$ cat src/rtl/axi_arb_pkg.sv
// Shared types for the two-master AXI write arbiter.
//   state_e : arbiter FSM states (IDLE/ADDR/DATA/RESP)
//   grant_t : one-hot slave-port owner, bit0 = m0, bit1 = m1, 00 = idle
`ifndef D_ID_WIDTH
`define D_ID_WIDTH 4
`endif
`ifndef D_ADDR_WIDTH
`define D_ADDR_WIDTH 32
`endif
`ifndef D_DATA_WIDTH
`define D_DATA_WIDTH 32
`endif

package axi_arb_pkg;
  typedef enum logic [1:0] {
    IDLE = 2'd0,
    ADDR = 2'd1,
    DATA = 2'd2,
    RESP = 2'd3
  } state_e;

  typedef logic [1:0] grant_t;

  localparam grant_t GNT_NONE = 2'b00;
  localparam grant_t GNT_M0   = 2'b01;
  localparam grant_t GNT_M1   = 2'b10;

  localparam int LEN_W = 8;
endpackage

$ cat src/rtl/axi_rr_arbiter.sv
// Two-requester pick with last-grant memory.
//   clk/rst_n : clock, async active-low reset (last grant resets to m1 so m0 wins first)
//   req       : {m1, m0} request vector
//   upd       : pulse to record upd_gnt as the last winner
//   pick      : combinational one-hot winner for the current req
module axi_rr_arbiter
  import axi_arb_pkg::*;
#(
  parameter bit RR_EN = 1'b1
) (
  input  logic       clk,
  input  logic       rst_n,
  input  logic [1:0] req,
  input  logic       upd,
  input  grant_t     upd_gnt,
  output grant_t     pick
);

  grant_t last_q, last_d;

  always_comb begin
    last_d = last_q;
    if (upd && (upd_gnt != GNT_NONE)) last_d = upd_gnt;
  end

  always_ff @(posedge clk or negedge rst_n) begin
    if (!rst_n) last_q <= GNT_M1;
    else        last_q <= last_d;
  end

  // On a tie, round-robin hands the port to whoever did not own it last;
  // fixed priority always favours m0.
  always_comb begin
    pick = GNT_NONE;
    case (req)
      2'b01:   pick = GNT_M0;
      2'b10:   pick = GNT_M1;
      2'b11:   pick = (RR_EN && (last_q == GNT_M0)) ? GNT_M1 : GNT_M0;
      default: pick = GNT_NONE;
    endcase
  end

endmodule

$ cat src/rtl/axi_wr_arbiter.sv
// Two-master to one-slave AXI write arbiter, one transaction in flight.
//   ACLK/ARESETn      : clock, async active-low reset
//   m0_*/m1_*         : master AW/W inputs, AWREADY/WREADY/B* outputs, BREADY input
//   s_*               : shared slave AW/W outputs, BREADY output; AWREADY/WREADY/B* inputs
//   grant             : one-hot owner of the slave port (00 when idle)
//   busy              : FSM not in IDLE
//   err_wlast         : one-cycle pulse after a W beat whose WLAST disagrees with AWLEN
`ifndef D_ID_WIDTH
`define D_ID_WIDTH 4
`endif
`ifndef D_ADDR_WIDTH
`define D_ADDR_WIDTH 32
`endif
`ifndef D_DATA_WIDTH
`define D_DATA_WIDTH 32
`endif

module axi_wr_arbiter
  import axi_arb_pkg::*;
#(
  parameter bit RR_EN = 1'b1
) (
  input  logic                       ACLK,
  input  logic                       ARESETn,
  // master 0
  input  logic [`D_ID_WIDTH-1:0]     m0_AWID,
  input  logic [`D_ADDR_WIDTH-1:0]   m0_AWADDR,
  input  logic [7:0]                 m0_AWLEN,
  input  logic [2:0]                 m0_AWSIZE,
  input  logic [1:0]                 m0_AWBURST,
  input  logic [2:0]                 m0_AWPROT,
  input  logic                       m0_AWVALID,
  output logic                       m0_AWREADY,
  input  logic [`D_ID_WIDTH-1:0]     m0_WID,
  input  logic [`D_DATA_WIDTH-1:0]   m0_WDATA,
  input  logic [`D_DATA_WIDTH/8-1:0] m0_WSTRB,
  input  logic                       m0_WLAST,
  input  logic                       m0_WVALID,
  output logic                       m0_WREADY,
  output logic [`D_ID_WIDTH-1:0]     m0_BID,
  output logic [1:0]                 m0_BRESP,
  output logic                       m0_BVALID,
  input  logic                       m0_BREADY,
  // master 1
  input  logic [`D_ID_WIDTH-1:0]     m1_AWID,
  input  logic [`D_ADDR_WIDTH-1:0]   m1_AWADDR,
  input  logic [7:0]                 m1_AWLEN,
  input  logic [2:0]                 m1_AWSIZE,
  input  logic [1:0]                 m1_AWBURST,
  input  logic [2:0]                 m1_AWPROT,
  input  logic                       m1_AWVALID,
  output logic                       m1_AWREADY,
  input  logic [`D_ID_WIDTH-1:0]     m1_WID,
  input  logic [`D_DATA_WIDTH-1:0]   m1_WDATA,
  input  logic [`D_DATA_WIDTH/8-1:0] m1_WSTRB,
  input  logic                       m1_WLAST,
  input  logic                       m1_WVALID,
  output logic                       m1_WREADY,
  output logic [`D_ID_WIDTH-1:0]     m1_BID,
  output logic [1:0]                 m1_BRESP,
  output logic                       m1_BVALID,
  input  logic                       m1_BREADY,
  // slave
  output logic [`D_ID_WIDTH-1:0]     s_AWID,
  output logic [`D_ADDR_WIDTH-1:0]   s_AWADDR,
  output logic [7:0]                 s_AWLEN,
  output logic [2:0]                 s_AWSIZE,
  output logic [1:0]                 s_AWBURST,
  output logic [2:0]                 s_AWPROT,
  output logic                       s_AWVALID,
  input  logic                       s_AWREADY,
  output logic [`D_ID_WIDTH-1:0]     s_WID,
  output logic [`D_DATA_WIDTH-1:0]   s_WDATA,
  output logic [`D_DATA_WIDTH/8-1:0] s_WSTRB,
  output logic                       s_WLAST,
  output logic                       s_WVALID,
  input  logic                       s_WREADY,
  input  logic [`D_ID_WIDTH-1:0]     s_BID,
  input  logic [1:0]                 s_BRESP,
  input  logic                       s_BVALID,
  output logic                       s_BREADY,
  // status
  output logic [1:0]                 grant,
  output logic                       busy,
  output logic                       err_wlast
);

  state_e           state_q, state_d;
  grant_t           grant_q, grant_d;
  logic [LEN_W-1:0] cnt_q, cnt_d;
  logic             err_q, err_d;

  grant_t pick;
  logic   upd;
  logic   sel;
  logic   in_addr, in_data, in_resp;
  logic   aw_hs, w_hs, b_hs;

  axi_rr_arbiter #(.RR_EN(RR_EN)) u_arb (
    .clk     (ACLK),
    .rst_n   (ARESETn),
    .req     ({m1_AWVALID, m0_AWVALID}),
    .upd     (upd),
    .upd_gnt (grant_q),
    .pick    (pick)
  );

  assign sel     = grant_q[1];
  assign in_addr = (state_q == ADDR);
  assign in_data = (state_q == DATA);
  assign in_resp = (state_q == RESP);

  // Slave-side payloads follow the owner all the time; only VALID/READY
  // are qualified by state so nothing leaks outside the owning phase.
  assign s_AWID    = sel ? m1_AWID    : m0_AWID;
  assign s_AWADDR  = sel ? m1_AWADDR  : m0_AWADDR;
  assign s_AWLEN   = sel ? m1_AWLEN   : m0_AWLEN;
  assign s_AWSIZE  = sel ? m1_AWSIZE  : m0_AWSIZE;
  assign s_AWBURST = sel ? m1_AWBURST : m0_AWBURST;
  assign s_AWPROT  = sel ? m1_AWPROT  : m0_AWPROT;
  assign s_AWVALID = in_addr & (sel ? m1_AWVALID : m0_AWVALID);

  assign s_WID    = sel ? m1_WID    : m0_WID;
  assign s_WDATA  = sel ? m1_WDATA  : m0_WDATA;
  assign s_WSTRB  = sel ? m1_WSTRB  : m0_WSTRB;
  assign s_WLAST  = sel ? m1_WLAST  : m0_WLAST;
  assign s_WVALID = in_data & (sel ? m1_WVALID : m0_WVALID);

  assign s_BREADY = in_resp & (sel ? m1_BREADY : m0_BREADY);

  assign m0_AWREADY = in_addr & grant_q[0] & s_AWREADY;
  assign m1_AWREADY = in_addr & grant_q[1] & s_AWREADY;
  assign m0_WREADY  = in_data & grant_q[0] & s_WREADY;
  assign m1_WREADY  = in_data & grant_q[1] & s_WREADY;

  assign m0_BID    = s_BID;
  assign m0_BRESP  = s_BRESP;
  assign m0_BVALID = in_resp & grant_q[0] & s_BVALID;
  assign m1_BID    = s_BID;
  assign m1_BRESP  = s_BRESP;
  assign m1_BVALID = in_resp & grant_q[1] & s_BVALID;

  assign aw_hs = s_AWVALID & s_AWREADY;
  assign w_hs  = s_WVALID  & s_WREADY;
  assign b_hs  = s_BREADY  & s_BVALID;

  always_comb begin
    state_d = state_q;
    grant_d = grant_q;
    cnt_d   = cnt_q;
    err_d   = 1'b0;
    upd     = 1'b0;
    case (state_q)
      IDLE: begin
        if (pick != GNT_NONE) begin
          grant_d = pick;
          state_d = ADDR;
        end
      end
      ADDR: begin
        if (aw_hs) begin
          cnt_d   = s_AWLEN;
          state_d = DATA;
        end
      end
      DATA: begin
        if (w_hs) begin
          if (cnt_q != '0) cnt_d = cnt_q - 8'd1;
          // Mismatch either way: WLAST early (cnt!=0) or missing (cnt==0).
          err_d = s_WLAST ^ (cnt_q == '0);
          if (s_WLAST) state_d = RESP;
        end
      end
      RESP: begin
        if (b_hs) begin
          upd     = 1'b1;
          grant_d = GNT_NONE;
          state_d = IDLE;
        end
      end
      default: state_d = IDLE;
    endcase
  end

  always_ff @(posedge ACLK or negedge ARESETn) begin
    if (!ARESETn) begin
      state_q <= IDLE;
      grant_q <= GNT_NONE;
      cnt_q   <= '0;
      err_q   <= 1'b0;
    end else begin
      state_q <= state_d;
      grant_q <= grant_d;
      cnt_q   <= cnt_d;
      err_q   <= err_d;
    end
  end

  assign grant     = grant_q;
  assign busy      = (state_q != IDLE);
  assign err_wlast = err_q;

endmodule

$ cat config.mk
export PLATFORM = sky130hd
export DESIGN_NAME = axi_wr_arbiter
export DESIGN_NICKNAME = d
export VERILOG_FILES = /design/src/rtl/axi_arb_pkg.sv /design/src/rtl/axi_rr_arbiter.sv /design/src/rtl/axi_wr_arbiter.sv
export SDC_FILE = /design/constraint.sdc
export NUM_CORES = 1
export LEC_CHECK = 0
export ABC_AREA = 1
export CAP_MARGIN = 20
export CORE_AREA = 10 10 115 117
export DETAILED_ROUTE_END_ITERATION = 12
export DIE_AREA = 0 0 125 127
export GPL_TIMING_DRIVEN = 0
export PLACE_DENSITY = 0.85
export SLEW_MARGIN = 10
export SYNTH_ARGS = -nofsm -noshare
export SYNTH_HDL_FRONTEND = slang
export SYNTH_SLANG_ARGS = --single-unit
$ cat constraint.sdc
create_clock -name ACLK -period 1.6 [get_ports ACLK]
set_input_delay 0.24 -clock ACLK [delete_from_list [all_inputs] [get_ports ACLK]]
set_output_delay 0.24 -clock ACLK [all_outputs]
set_load 0.005 [all_outputs]
==> out/metrics.yaml <==
grt:
  grt_antenna_before_repair: 0
  grt_pass1_wl_um: 26200
  grt_usage: 0.205
  grt_start_max_net_pins: 16
  grt_pass1_vias: 4130
  gr-total-overflow: 0
die:
  die_area_um2: 15900
  dieWidth_um: 125
  core_um2: 11100
  die_h_um: 127
  start_util: 0.224
  rows: 39
  num_io_pins: 321
yosys:
  yosysWarnings: 0
  synthCells: 493
  synth_top_area_frac: 0.523
  syn_area_per_cell_um2: 5.06
  synth_ff_type: "dfrtp_1"
  synth.ff_latch_count: 15
  synth_commonest_cells: "347 x nand2_1, 22 x inv_1, 21 x buf_2"
  synthArstFlopShare: 1.00
  synth_area_leader_cell: "nand2_1"
  netlist_area_um2: 2490
  synth.most_common_cell: "nand2_1"
  synthTopCellsByArea: "nand2_1 52%, dfrtp_1 14%, buf_2 4.2%"
  synth_cell_types: 27
  synth-edff-count: 0
  synth-seq-area-share: 0.151
  syn-num-nets: 702
drt:
  wirelength_um: 19000
  drcViolationCount: 0
  dr.first_iter.drc_count: 181
  dr.pass1.iters: 6
  drtAntennaViolNets: 0
  num_vias: 4498
  drt-wirelength-per-cell_um: 18.6
  vias_per_cell: 4.41
sta:
  fin_ws_ns: -0.159
  maxSlewHeadroom: 0.492
  setup_viol: 80
  tightest_slew_ns: 0.760
  skew_ns: 0.00269
  finalHoldViolCount: 0
  grt_setup_unrepaired: "true"
  fmax_mhz: 569
  hold-worst-slack_ns: 0.441
  post-route-min-period_ns: 1.76
  drv_slew: 0
  fin_tns_setup_ns: -6.07
  period_share: 1.10
cells_and_area:
  fillers: 899
  area_growth_pct: 179
  fin_area_um2: 6960
  drive_above_1_share: 0.431
  nets: 1088
  n_antenna_cell: 0
clock_network:
  clock-sinks: 15
  path_clk_slew_ns: 0.05
  root_buffer: "clkbuf_16"
  htree_levels: 1
  cts_tree: "yes"
  cts_made_buffers: 3
  cts_buffer_depth: 2
  clkLatencyLatePin_ns: 0.25
worst_hold_path:
  hold_class: "in -> async"
run_status:
  violations: "setup timing"
  status: "finished, violations left"
setup_path:
  start_kind: "flop"
  crit_fanout: 6
  cp_data_arrival_time_ns: 1.52
  cp_data_required_time_ns: 1.36
  crit_type: "reg -> out"
  setup.worst_path.end_class: "output pin"
placed_design:
  io_buffers: 314
  gp_congestion: 0.907
  place_hpwl_um: 14400
  placedInstanceArea_um2: 5810
power:
  powerDensity_nw_per_um2: 1290
  leakage_nw: 3.52
  ir_drop_v: 0.000779
run:
  maxCapViolCount: 0
==> kinds of logic after synthesis <==
family / after synthesis / synth area share
and+or+nand+nor: 394 / 0.635
buffers and inverters: 60 / 0.127
AOI/OAI and AO/OA: 16 / 0.0507
DFF: 15 / 0.151
adders and majority gates: 6 / 0.0301
xor gates and xnor gates: 2 / 0.00703
==> power breakdown <==
part	switching (mW)	total [mW]	leakage, nW	internal [mW]
clock	0.166	0.504	0.0382	0.339
sequential	0.161	0.730	0.188	0.569
combinational	3.85	7.77	3.30	3.92
total	4.18	9.01	3.52	4.83
==> per-stage QoR <==
step | cells | total power [mW] | util | setup WS [ns]
2_1_floorplan | 493 | 3.39 | - | 0.0970
3_3_place_gp | 950 | 6.26 | 0.523 | -0.653
3_5_place_dp | 950 | 6.34 | 0.523 | -0.701
4_1_cts | 1008 | 7.90 | 0.576 | -0.183
5_1_grt | 1021 | 9.66 | 0.626 | -0.232
6_report | 1021 | 9.01 | 0.626 | -0.159
==> worst max-delay path: stages, from the launching register on <==
cell and delay, ns:
dfrtp_1 0.36, buf_6 0.17, inv_12 0.05, buf_12 0.13
buf_8 0.12, buf_8 0.13, buf_6 0.11, nand2_2 0.04
nand2_1 0.04, buf_2 0.12
==> placed cells by master (no fill, tap or decap), types with 6 or more instances in the layout <==
cell type,synthesis,layout
buf_6,1,53
clkbuf_16,0,6
nand2_2,7,110
nand2_4,3,24
buf_2,21,82
nand3_1,11,11
nor2_1,10,9
dfrtp_1,14,14
nand2_1,347,222
inv_1,22,17
clkdlybuf4s50_1,0,211
buf_8,0,14
buf_4,13,48
==> registers in the layout, indices dropped and copies added (netlist names) <==
| name | flops |
|---|---|
| cnt_q | 8 |
| err_wlast | 1 |
| grant | 2 |
| state_q | 2 |
| u_arb.last_q | 2 |
==> per-layer routing <==
metal  global-route usage  share of wire  routed length [um]  vias up
li1                     -              -                   -     2245
met1                0.229           0.36                6880     2051
met2                0.394           0.56               10600      179
met3               0.0471          0.068                1300       23
met4               0.0264          0.014                 274        0
met5                    0              0                   0        -
==> final timing paths <==
kind	from	end	slack (ns)	depth (start not counted)
hold / removal	ARESETn	cnt_q[0]	0.44	1
setup / recovery	grant[1]	s_AWADDR[2]	-0.16	9
setup reg to reg	grant[1]	cnt_q[4]	-0.14	12
max in group asynchronous	ARESETn	cnt_q[5]	0.68	1
hold reg to reg	u_arb.last_q[0]	u_arb.last_q[0]	0.49	2
min in group ACLK	u_arb.last_q[0]	u_arb.last_q[0]	0.49	2
==> timing repair <==
| item | 4_1_cts | 5_1_grt |
|---|---|---|
| pin swaps | 27 | 41 |
| gates resized for setup | 585 | 138 |
| cloned | 3 | 3 |
| setup buffers | 52 | 21 |
| endpoints found under the setup margin | 113 | 111 |
| hold buffers | 0 | 0 |
==> cell type report <==
| class | instances | area, um2 | area share |
|---|---|---|---|
| multi-input combinational | 418 | 2350 | 0.338 |
| buffer | 24 | 269 | 0.0386 |
| inverter | 25 | 119 | 0.0171 |
| tap | 143 | 179 | 0.0257 |
| clock buffer | 4 | 78.8 | 0.0113 |
| sequential | 15 | 377 | 0.0541 |
| timing repair buffer | 392 | 3590 | 0.515 |
No activity file was read; power rests on OpenSTA's default activity.
